$ cat src/rtl/pipe_ctrl_pkg.sv
// Shared types and constants for the pipeline hazard controller.
// Holds the FSM state encoding, register-index width and the x0 register index.
package pipe_ctrl_pkg;

    localparam int REG_IDX_W = 5;
    localparam logic [REG_IDX_W-1:0] REG_X0 = '0;

    typedef enum logic [1:0] {
        RUN      = 2'd0,
        MEM_WAIT = 2'd1,
        FAULT    = 2'd2
    } pipe_state_e;

endpackage

$ cat src/rtl/load_use_detect.sv
// Combinational load-use hazard detection between the EX load and the ID instruction.
// Writes to x0 never create a hazard because x0 is never written.
module load_use_detect
    import pipe_ctrl_pkg::*;
(
    input  logic [REG_IDX_W-1:0] id_rs1,
    input  logic [REG_IDX_W-1:0] id_rs2,
    input  logic                 id_use_rs1,
    input  logic                 id_use_rs2,
    input  logic                 ex_memread,
    input  logic [REG_IDX_W-1:0] ex_rd,
    output logic                 load_use
);

    assign load_use = ex_memread && (ex_rd != REG_X0) &&
                      ((id_use_rs1 && (id_rs1 == ex_rd)) ||
                       (id_use_rs2 && (id_rs2 == ex_rd)));

endmodule

$ cat src/rtl/pipe_hazard_ctrl.sv
// Pipeline hazard controller: load-use stalls, branch flushes, memory-wait freeze and timeout fault.
// Define PIPE_PERF_CNT_EN to build the saturating stall_cycles / flush_count performance counters.
module pipe_hazard_ctrl
    import pipe_ctrl_pkg::*;
#(
    parameter int MEM_TIMEOUT = 255,
    parameter int CNT_W       = 16
) (
    input  logic                 clock,
    input  logic                 reset,
    input  logic [REG_IDX_W-1:0] id_rs1,
    input  logic [REG_IDX_W-1:0] id_rs2,
    input  logic                 id_use_rs1,
    input  logic                 id_use_rs2,
    input  logic                 ex_memread,
    input  logic [REG_IDX_W-1:0] ex_rd,
    input  logic                 branch_taken,
    input  logic                 mem_req,
    input  logic                 mem_ready,
    output logic                 pc_write,
    output logic                 if_id_write,
    output logic                 if_id_flush,
    output logic                 id_ex_bubble,
    output logic                 pipe_freeze,
    output logic                 fault,
    output logic [CNT_W-1:0]     stall_cycles,
    output logic [CNT_W-1:0]     flush_count
);

    localparam int WAIT_W = 16;
    localparam logic [WAIT_W-1:0] WAIT_LAST = WAIT_W'(MEM_TIMEOUT - 1);

    pipe_state_e       state;
    pipe_state_e       state_next;
    logic [WAIT_W-1:0] wait_cnt;
    logic [WAIT_W-1:0] wait_cnt_next;
    logic              load_use;
    logic              mem_stall;

    load_use_detect u_load_use_detect (
        .id_rs1     (id_rs1),
        .id_rs2     (id_rs2),
        .id_use_rs1 (id_use_rs1),
        .id_use_rs2 (id_use_rs2),
        .ex_memread (ex_memread),
        .ex_rd      (ex_rd),
        .load_use   (load_use)
    );

    assign mem_stall = mem_req && !mem_ready && ((state == RUN) || (state == MEM_WAIT));
    assign fault     = (state == FAULT);

    always_ff @(posedge clock or posedge reset) begin
        if (reset) begin
            state    <= RUN;
            wait_cnt <= '0;
        end else begin
            state    <= state_next;
            wait_cnt <= wait_cnt_next;
        end
    end

    // wait_cnt counts completed MEM_WAIT cycles; the last allowed one escalates to FAULT.
    always_comb begin
        state_next    = state;
        wait_cnt_next = wait_cnt;
        case (state)
            RUN: begin
                if (mem_stall) begin
                    state_next    = MEM_WAIT;
                    wait_cnt_next = '0;
                end
            end
            MEM_WAIT: begin
                if (!mem_stall) begin
                    state_next    = RUN;
                    wait_cnt_next = '0;
                end else if (wait_cnt == WAIT_LAST) begin
                    state_next    = FAULT;
                    wait_cnt_next = '0;
                end else begin
                    wait_cnt_next = wait_cnt + 1'b1;
                end
            end
            FAULT: begin
                state_next = FAULT;
            end
            default: begin
                state_next    = RUN;
                wait_cnt_next = '0;
            end
        endcase
    end

    // A taken branch squashes the ID instruction, so its load-use hazard is moot.
    always_comb begin
        pc_write     = 1'b1;
        if_id_write  = 1'b1;
        if_id_flush  = 1'b0;
        id_ex_bubble = 1'b0;
        pipe_freeze  = 1'b0;
        if (!reset) begin
            if ((state == FAULT) || mem_stall) begin
                pc_write    = 1'b0;
                if_id_write = 1'b0;
                pipe_freeze = 1'b1;
            end else if (branch_taken) begin
                if_id_flush  = 1'b1;
                id_ex_bubble = 1'b1;
            end else if (load_use) begin
                pc_write     = 1'b0;
                if_id_write  = 1'b0;
                id_ex_bubble = 1'b1;
            end
        end
    end

`ifdef PIPE_PERF_CNT_EN
    logic stall_event;
    logic flush_event;

    assign stall_event = pipe_freeze || (id_ex_bubble && !if_id_flush);
    assign flush_event = if_id_flush;

    always_ff @(posedge clock or posedge reset) begin
        if (reset) begin
            stall_cycles <= '0;
            flush_count  <= '0;
        end else begin
            if (stall_event && !(&stall_cycles)) begin
                stall_cycles <= stall_cycles + CNT_W'(1);
            end
            if (flush_event && !(&flush_count)) begin
                flush_count <= flush_count + CNT_W'(1);
            end
        end
    end
`else
    assign stall_cycles = '0;
    assign flush_count  = '0;
`endif

endmodule
$ cat config.mk
export PLATFORM = sky130hd
export DESIGN_NAME = pipe_hazard_ctrl
export DESIGN_NICKNAME = d
export VERILOG_FILES = /design/src/rtl/pipe_ctrl_pkg.sv /design/src/rtl/load_use_detect.sv /design/src/rtl/pipe_hazard_ctrl.sv
export SDC_FILE = /design/constraint.sdc
export NUM_CORES = 1
export LEC_CHECK = 0
export BUFFER_PORTS_ARGS = -buffer_cell sky130_fd_sc_hd__buf_2
export CORE_UTILIZATION = 35
export DETAILED_ROUTE_END_ITERATION = 7
export HOLD_SLACK_MARGIN = 0.1
export PLACE_DENSITY = 0.74
export SYNTH_ARGS = -nofsm -noshare
export SYNTH_HDL_FRONTEND = slang
export SYNTH_SLANG_ARGS = --single-unit
$ cat constraint.sdc
create_clock -name clock -period 2.25 [get_ports clock]
set_input_delay 0.5625 -clock clock [delete_from_list [all_inputs] [get_ports clock]]
set_output_delay 0.5625 -clock clock [all_outputs]
set_load 0.02 [all_outputs]
==> flow_metrics.tcl, run 1 <==
set metrics [dict create \
    comb_power_share_pct 26.9 \
    p_switching_mw 0.2518 \
    die_w_um 66.04 \
    grt_start_max_net_pins 19 \
    switching_share_pct 32.52 \
    skew_ps 5.290 \
    r2r_start "wait_cnt[1]" \
    clock_latency_ps 260 \
    layout_setup_ws_ps -46.96 \
    drtIter0Drc 136 \
    cap_violations 0 \
    p_seq_share_pct 43.5 \
    clkPwrFrac_pct 29.6 \
    timing.rr.end "wait_cnt[13]" \
    worstPathMaxFanout 2 \
    grt_setup_unrepaired "true" \
    synthTopCellsByArea "dfrtp_1, buf_4, xor2_1" \
    synthCells 173 \
    startpoint_type "input pin" \
    fin_util_pct 43.61 \
    synth_edf_count 0 \
    ir_worst_vdd_v 0.0001942 \
    ys.flop_type "dfrtp_1" \
    drc 0 \
    hold_viol 0 \
    ioPinCount 61 \
    initial_utilization_pct 37.78 \
    final_nets 234 \
    stdcell_area_sq_um 1657 \
    synthesis.area_sq_um 1435 \
    final_cell_mix "conb_1, buf_2, dfrtp_1, nand2_1, buf_4" \
    gp_congestion 0.7817 \
    core_sq_um 3799 \
    first_pass_iters 4 \
    ys_ff_latch 18 \
    wl_um 2987 \
    min_period_ps 2297 \
    die_h_um 66.04 \
    gr-usage-all-layers_pct 13.80 \
    fmax_ghz 0.4354 \
    dieArea_sq_um 4361 \
    placed_area_sq_um 1554 \
    clock_path_buffers 2 \
    ant_nets 0 \
    status "finished with violations" \
    post_cts_buffers 0 \
    crit_arrival_ps 1730 \
    violations "negative setup slack" \
    path_class "input pin to primary output" \
    hp-class "input pin to asynchronous set/reset pin" \
    finalMaxSlewViolations 0 \
    drive_gt1_share_pct 25.12 \
    htree_levels 1 \
    worstSetupEndpointType "primary output" \
    period_share_pct 102.1 \
    diodes 0 \
    grt-ovfl-total 0 \
    dp_hpwl_um 2203 \
    num_vias 1275 \
    cellPowerDensity_nw_per_um2 467.3 \
    cts_root_buffer "clkbuf_8" \
    p_leak_nw 0.8062 \
    cts.clk_slew.worst_paths_ps 70 \
    synth_top_area_cell "dfrtp_1" \
    antenna_found_initial 0 \
    r2r_slack_ps 240 \
    rows 22 \
    synthArstFlopShare_pct 100.0 \
    ys_seq_area_share_pct 31.39 \
    grt_first_pass_wirelength_um 4636 \
    synth_warnings 0 \
    synth_cell_types 38 \
    p_int_mw 0.5224 \
    layout_commonest_cell "conb_1" \
    viasPerCell 5.000 \
    synth_top_area_share_pct 31.39 \
    cts.sinks 18 \
    cts_tree "done" \
    numCtsBuffers 3 \
    wire_per_inst_um 11.71 \
    cp.required_ps 1690 \
    first_global_vias 1115 \
    reg2reg_depth 6 \
    setup_violations 3 \
    area_delta_synth_final_pct 15.43 \
    total_power_mw 0.7742 \
    port_buffers 28 \
    syn_area_per_cell_sq_um 8.296 \
]
[what timing repair did]
item                       in CTS  in global routing
hold buffers                    0                  0
pin swaps                       2                  8
resized for setup               6                  8
setup endpoints to repair       3                  3
hold endpoints to repair        0                  0
[metrics by stage]
step	cells	TNS, ps	setup WS [ps]	hold slack [ps]
finish	255	-88.74	-46.96	363.7
global route	255	-204.8	-94.85	396.7
CTS	255	-87.14	-31.62	361.7
detailed placement	252	-181.9	-69.69	497.4
global placement	252	-118.7	-53.74	487.8
floorplan	204	-73.31	-73.31	465.3
[power groups by stage]
stage	clock network, mW	logic [mW]	registers, mW
CTS	0.232	0.200	0.337
finish	0.229	0.208	0.337
detailed placement	0	0.193	0.343
global route	0.244	0.227	0.338
floorplan	0	0.173	0.343
global placement	0	0.192	0.343
[kinds of logic after synthesis]
group	Yosys count	share of synthesized area, %
adder cells (fa/ha/maj)	2	1.743
multiplexers	1	0.6975
AND/OR/NAND/NOR	66	25.11
flip-flops	18	31.39
other	1	0.2613
XOR/XNOR	11	6.714
buffers and inverters	42	20.31
AO/OA/AOI/OAI	32	13.78
[synthesized netlist by cell type, types with 3 or more instances]
library cell / n
a31oi_1: 7
o21ai_0: 10
nor4_1: 3
nand3_1: 9
inv_1: 4
nand4_1: 4
nor2_1: 11
or3_1: 3
dfrtp_1: 18
nor3_1: 5
buf_4: 35
xor2_1: 9
nand2_1: 15
a21oi_1: 6
and3_1: 5
a21o_1: 3
[routing by layer]
layer | global-route usage, % | routed length (um)
met2 | 26.28 | 1559
met1 | 15.26 | 1236
met3 | 1.552 | 122
met4 | 5.585 | 70
met5 | 0 | 0
[area by class of cell]
type	count	area, sq um
Timing Repair Buffer	38	239.0
Clock buffer	3	41.29
Inverter	4	15.01
Multi-Input combinational cell	144	850.8
Tap cell	48	60.06
Sequential cell	18	450.4
Fill cell	370	2142
[worst max-delay path, cell delays in order]
cell and delay [ps]:
buf_6 90, or4_4 550, o21ai_4 150, nor4_2 60
a21o_1 190, buf_6 130
[sequential cells by signal, indices dropped and copies added (netlist names)]
name and flops:
wait_cnt 16, state 2
[worst max path at each step]
| stage | to | cells after the start | start |
|---|---|---|---|
| floorplan | pc_write | 5 | ex_rd[0] |
| global placement | id_ex_bubble | 6 | ex_rd[0] |
| detailed placement | id_ex_bubble | 6 | ex_rd[0] |
| CTS | pc_write | 6 | ex_rd[0] |
| global route | id_ex_bubble | 6 | ex_rd[0] |
| finish | id_ex_bubble | 6 | ex_rd[3] |
No activity file was read; power rests on OpenSTA's default activity.
==> run 2: changes to the inputs <==
- CORE_ASPECT_RATIO: default -> 0.6
- SETUP_SLACK_MARGIN: default -> 0.5
==> run 2 against run 1 <==
Effect of this change: the run ends with design-rule violations, negative setup slack left; register-to-register slack better by 290 ps; via count is 2.2% higher; sequential cell count stayed put; clock power is 18% higher; global-route usage is 2.0 points higher; cell count is 2.7% higher; first-iteration DRC count is 26% lower; count of clock-buffer cells in the layout is 1 higher; die area is 0.19% higher; critical endpoint unchanged; largest power group unchanged.
==> flow_metrics.tcl, run 2 (synthesis results as in run 1) <==
set metrics [dict create \
    worstPathMaxFanout 2 \
    status "finished with violations" \
    cap_violations 0 \
    dieArea_sq_um 4369 \
    die_h_um 51.60 \
    cts_root_buffer "clkbuf_8" \
    first_global_vias 1123 \
    area_delta_synth_final_pct 26.42 \
    gr-usage-all-layers_pct 15.79 \
    drc 2 \
    layout_setup_ws_ps -47.25 \
    port_buffers 28 \
    wire_per_inst_um 13.14 \
    viasPerCell 4.973 \
    drtIter0Drc 101 \
    fmax_ghz 0.4353 \
    reg_top3 "wait_cnt: 16 flops, state: 2 flops" \
    regArea_sq_um 451.7 \
    num_vias 1303 \
    dpl.cell_count 249 \
    min_period_ps 2297 \
    postCtsHoldBufs 0 \
    setup_violations 3 \
    period_share_pct 102.1 \
    final_nets 241 \
    clock_latency_ps 260 \
    cts.clk_slew.worst_paths_ps 70 \
    cp_cell_sequence "buf_6, or4_4, o21ai_4, nor4_1, a21o_1, buf_2" \
    crit_path_end "id_ex_bubble" \
    top_register "wait_cnt" \
    drive_gt1_share_pct 33.02 \
    antenna_found_initial 0 \
    initial_utilization_pct 37.90 \
    p_leak_nw 0.8503 \
    first_pass_iters 6 \
    nFillCells 353 \
    cellPowerDensity_nw_per_um2 466.9 \
    timing.rr.end "wait_cnt[12]" \
    largest_reg_flops 16 \
    r2r_start "wait_cnt[3]" \
    diodes 0 \
    r2r_slack_ps 530 \
    max_stage_delay_ps 550 \
    slew_headroom_pct 56.15 \
    cpMaxStageDelayCell "or4_4" \
    core_sq_um 3786 \
    crit_arrival_ps 1730 \
    die_w_um 84.67 \
    dp_hpwl_um 2342 \
    worstSetupEndpointType "primary output" \
    clock_path_buffers 2 \
    hold_viol 0 \
    multi_input_area_sq_um 928.4 \
    gp_congestion 0.8390 \
    ioPinCount 61 \
    cts.sinks 18 \
    cp.required_ps 1690 \
    violations "design-rule violations, negative setup slack" \
    grt_first_pass_wirelength_um 5423 \
    grt_start_max_net_pins 19 \
    ant_nets 0 \
    finalMaxSlewViolations 0 \
    cts_tree "done" \
    layout_commonest_cell "conb_1" \
    ir_worst_vdd_v 0.0002161 \
    reg2reg_depth 5 \
    whs_ps 401.6 \
    final_cell_mix "conb_1, buf_2, dfrtp_1, buf_4, nand2_1" \
    grt_setup_unrepaired "true" \
    numCtsBuffers 3 \
    crit_start "ex_rd[0]" \
    path_class "input pin to primary output" \
    grt-ovfl-total 0 \
    worst_slew_pin_slew_ps 655.3 \
    rows 17 \
    layout.cells.non_filler 262 \
    hp-class "input pin to asynchronous set/reset pin" \
    wl_um 3443 \
    pre_cts_ws_ps -79.35 \
    skew_ps 5.335 \
    startpoint_type "input pin" \
    htree_levels 1 \
]
## run 2: routing by layer
| layer | vias to the layer above | GRT usage (%) | part of all wire, % |
|---|---|---|---|
| met3 | 5 | 3.492 | 5.9 |
| met4 | 0 | 2.542 | 0.49 |
| met5 | - | 0 | 0 |
| met1 | 615 | 20.96 | 46 |
| li1 | 633 | - | - |
| met2 | 50 | 27.10 | 47 |
## run 2: repair_timing
item	CTS	global route
setup buffers	2	6
pin swaps	5	10
setup endpoints to repair	16	9
cloned	0	1
gates resized for setup	20	17
## run 2: how the worst min path moves through the flow
stage / from / end / cells past startpoint
5_1_grt: reset / wait_cnt[4] / 3
4_1_cts: reset / wait_cnt[4] / 3
3_5_place_dp: wait_cnt[7] / wait_cnt[7] / 1
2_1_floorplan: reset / state[0] / 1
6_report: reset / wait_cnt[4] / 3
3_3_place_gp: wait_cnt[7] / wait_cnt[7] / 1
## run 2: worst max-delay path, delay by kind of cell
kind / cells / cell delay [ps]
AND/OR/NAND/NOR: 2 / 620
AO/OA/AOI/OAI: 2 / 310
buffers and inverters: 2 / 240
## run 2: final cells by class
cell class / count / area share [%]
clock buffers: 4 / 3.034
inverters: 4 / 1.034
multi-input cells: 145 / 51.17
flip-flops and latches: 18 / 24.90
well taps: 47 / 3.241
repair buffers: 44 / 16.62
## run 2: metrics by stage
step | util [%] | setup TNS, ps | cell area (sq um) | total power [mW]
floorplan | - | -71.49 | 1568 | 0.5195
global placement | 40.85 | -107.0 | 1546 | 0.5358
detailed placement | 40.85 | -215.4 | 1546 | 0.5380
CTS | 44.78 | -72.92 | 1695 | 0.8308
global route | 47.92 | -251.6 | 1814 | 0.8832
finish | 47.92 | -113.9 | 1814 | 0.8471
## run 2: power breakdown
part | switching (mW) | internal [mW] | leakage, nW
Clock | 0.115 | 0.156 | 0.0288
Sequential | 0.00720 | 0.331 | 0.248
Combinational | 0.149 | 0.0895 | 0.573
Total | 0.271 | 0.576 | 0.850
==> run 3: changes to the inputs <==
- ABC_AREA: default -> 1
- PLACE_DENSITY: 0.74 -> 0.72
==> run 3 against run 2 <==
Effect of this change: the flow now finishes without violations; cell count grew 38%; clock skew shrank 2.8 ps; sequential share of layout area shrank 3.8 points; sequential power decreased by 4%; clock power about the same; fmax increased by 18%; non-clock buffer count fell by 11; wire length up 16%.
==> flow_metrics.tcl, run 3 <==
set metrics [dict create \
    worstSetupEndpointType "primary output" \
    ys.flop_type "dfrtp_1" \
    hold_viol 0 \
    path_class "input pin to primary output" \
    status "completed" \
    antenna_found_initial 0 \
    synthTopCellsByCount "nand2_1, inv_1, buf_4" \
    startpoint_type "input pin" \
    crit_arrival_ps 1380 \
    switching_share_pct 28.95 \
    met3_usage_pct 2.869 \
    drc 0 \
    p_int_mw 0.5388 \
    wl_um 3989 \
    num_vias 1597 \
    ys_seq_area_share_pct 26.59 \
    ant_nets 0 \
    htree_levels 1 \
    port_buffers 28 \
    gr-usage-all-layers_pct 16.06 \
    drive_gt1_share_pct 30.54 \
    period_share_pct 86.48 \
    tns_ps 0 \
    rows 19 \
    initial_utilization_pct 36.73 \
    whs_ps 379.5 \
    p_seq_share_pct 42.7 \
    cts.sinks 18 \
    grt-ovfl-total 0 \
    grt_start_max_net_pins 19 \
    synth_top_area_share_pct 26.59 \
    fmax_ghz 0.5139 \
    largest_reg_flops 16 \
    dp_hpwl_um 2848 \
    top_register "wait_cnt" \
    gr-usage-met1_pct 23.42 \
    grt-busiest-layer "met2" \
    die_w_um 91.82 \
    layout.cells.non_filler 361 \
    ys_ff_latch 18 \
    setup_violations 0 \
    synthCells 264 \
    wire_per_inst_um 11.05 \
    synth_xor_area_share_pct 2.068 \
    cap_violations 0 \
    synth_warnings 0 \
    dpl.cell_count 354 \
    min_period_ps 1946 \
    synthSimpleGateAreaFrac_pct 39.73 \
    ir_worst_vdd_v 0.0002528 \
    cts_tree "done" \
    viasPerCell 4.424 \
    clock_path_buffers 2 \
    drtIter0Drc 167 \
    area_delta_synth_final_pct 25.78 \
    synthArstFlopShare_pct 100.0 \
    clkPwrFrac_pct 35.3 \
    postCtsHoldBufs 0 \
    synthMuxAreaShare_pct 0 \
    synth_top_family_by_area "simple AND/OR/NAND/NOR gates" \
    numCtsBuffers 3 \
    synth_compound_area_share_pct 4.210 \
    synthTopCellsByArea "dfrtp_1, nand2_1, buf_4" \
    cellPowerDensity_nw_per_um2 355.9 \
    first_pass_iters 4 \
    total_power_mw 0.7583 \
    final_cell_mix "nand2_1, inv_1, conb_1, nor2_1" \
    grt_setup_unrepaired "true" \
    clock_latency_ps 260 \
    core_sq_um 4612 \
    cts.clk_slew.worst_paths_ps 70 \
    diodes 0 \
    gp_congestion 0.8661 \
    grt_first_pass_wirelength_um 6451 \
    met2_usage_pct 23.95 \
    synthesis.area_sq_um 1694 \
    dieArea_sq_um 5132 \
    first_global_vias 1373 \
    reg_top3 "wait_cnt: 16 flops, state: 2 flops" \
    cts_root_buffer "clkbuf_8" \
    die_h_um 55.89 \
    p_leak_nw 1.165 \
    p_switching_mw 0.2196 \
    synth_edf_count 0 \
    nFillCells 434 \
    synthAdderAreaFrac_pct 1.477 \
    cp.required_ps 1690 \
    layout_commonest_cell "nand2_1" \
    ioPinCount 61 \
    skew_ps 2.510 \
    synth_cell_types 25 \
    worstPathMaxFanout 3 \
    final_nets 324 \
    syn_area_per_cell_sq_um 6.417 \
    hp-class "input pin to asynchronous set/reset pin" \
    comb_power_share_pct 22.1 \
    yosysMostFrequentCell "nand2_1" \
    finalMaxSlewViolations 0 \
    synth_top_area_cell "dfrtp_1" \
]
run 3: final timing paths:
check | startpoint | to | slack [ps] | cells past startpoint
max in group asynchronous | reset | wait_cnt[8] | 1680 | 3
min in group clock | wait_cnt[15] | wait_cnt[15] | 550 | 2
max | ex_rd[3] | pc_write | 300 | 10
min | reset | wait_cnt[7] | 380 | 3
min reg2reg | wait_cnt[15] | wait_cnt[15] | 550 | 2
max reg2reg | state[1] | wait_cnt[10] | 630 | 8
run 3: per-stage QoR:
stage,area [sq um],setup slack [ps],utilization [%]
6_report,2131,304.2,46.20
5_1_grt,2131,215.2,46.20
4_1_cts,2031,310.3,44.03
3_5_place_dp,1829,205.6,39.66
3_3_place_gp,1829,217.6,39.66
2_1_floorplan,1858,449.9,-
run 3: final cells by class:
| type | count | area, sq um | share of cell area [%] |
|---|---|---|---|
| Clock buffer | 4 | 55.05 | 2.584 |
| Inverter | 47 | 202.7 | 9.513 |
| Multi-Input combinational cell | 196 | 1030 | 48.33 |
| Sequential cell | 18 | 450.4 | 21.14 |
| Tap cell | 63 | 78.83 | 3.699 |
| Timing Repair Buffer | 33 | 314.1 | 14.74 |
run 3: what timing repair did:
action | in CTS | in global routing
pin swaps | 17 | 24
endpoints found under the setup margin | 5 | 5
setup buffers | 3 | 0
gates cloned | 0 | 0
resized for setup | 38 | 34
run 3: worst max-delay path, cell delays in order:
cell	delay (ps)
buf_12	110
nand2_2	60
nand2_2	50
nor2_2	120
nand3_1	80
nand2_1	70
nand2_1	60
nand2_2	70
nand2_4	60
buf_6	120
run 3: cells by family (layout without fill, tap and decap cells):
family / Yosys count / count (layout)
other cells: 1 / 32
fa+ha+maj: 2 / 2
compound gates: 13 / 13
buf+inv: 81 / 84
xor+xnor: 4 / 4
flops: 18 / 18
simple gates: 145 / 145
run 3: power groups by stage:
stage	logic (mW)	registers [mW]	clock network, mW
final	0.167	0.323	0.268
after global routing	0.182	0.323	0.292
after CTS	0.143	0.323	0.280
after detailed placement	0.123	0.330	0
after global placement	0.123	0.330	0
after floorplan	0.130	0.330	0
run 3: metal layers:
metal / up-vias / wire [um]
met5: - / 0
met4: 0 / 66
met3: 8 / 233
met2: 58 / 1732
met1: 715 / 1956
li1: 816 / -
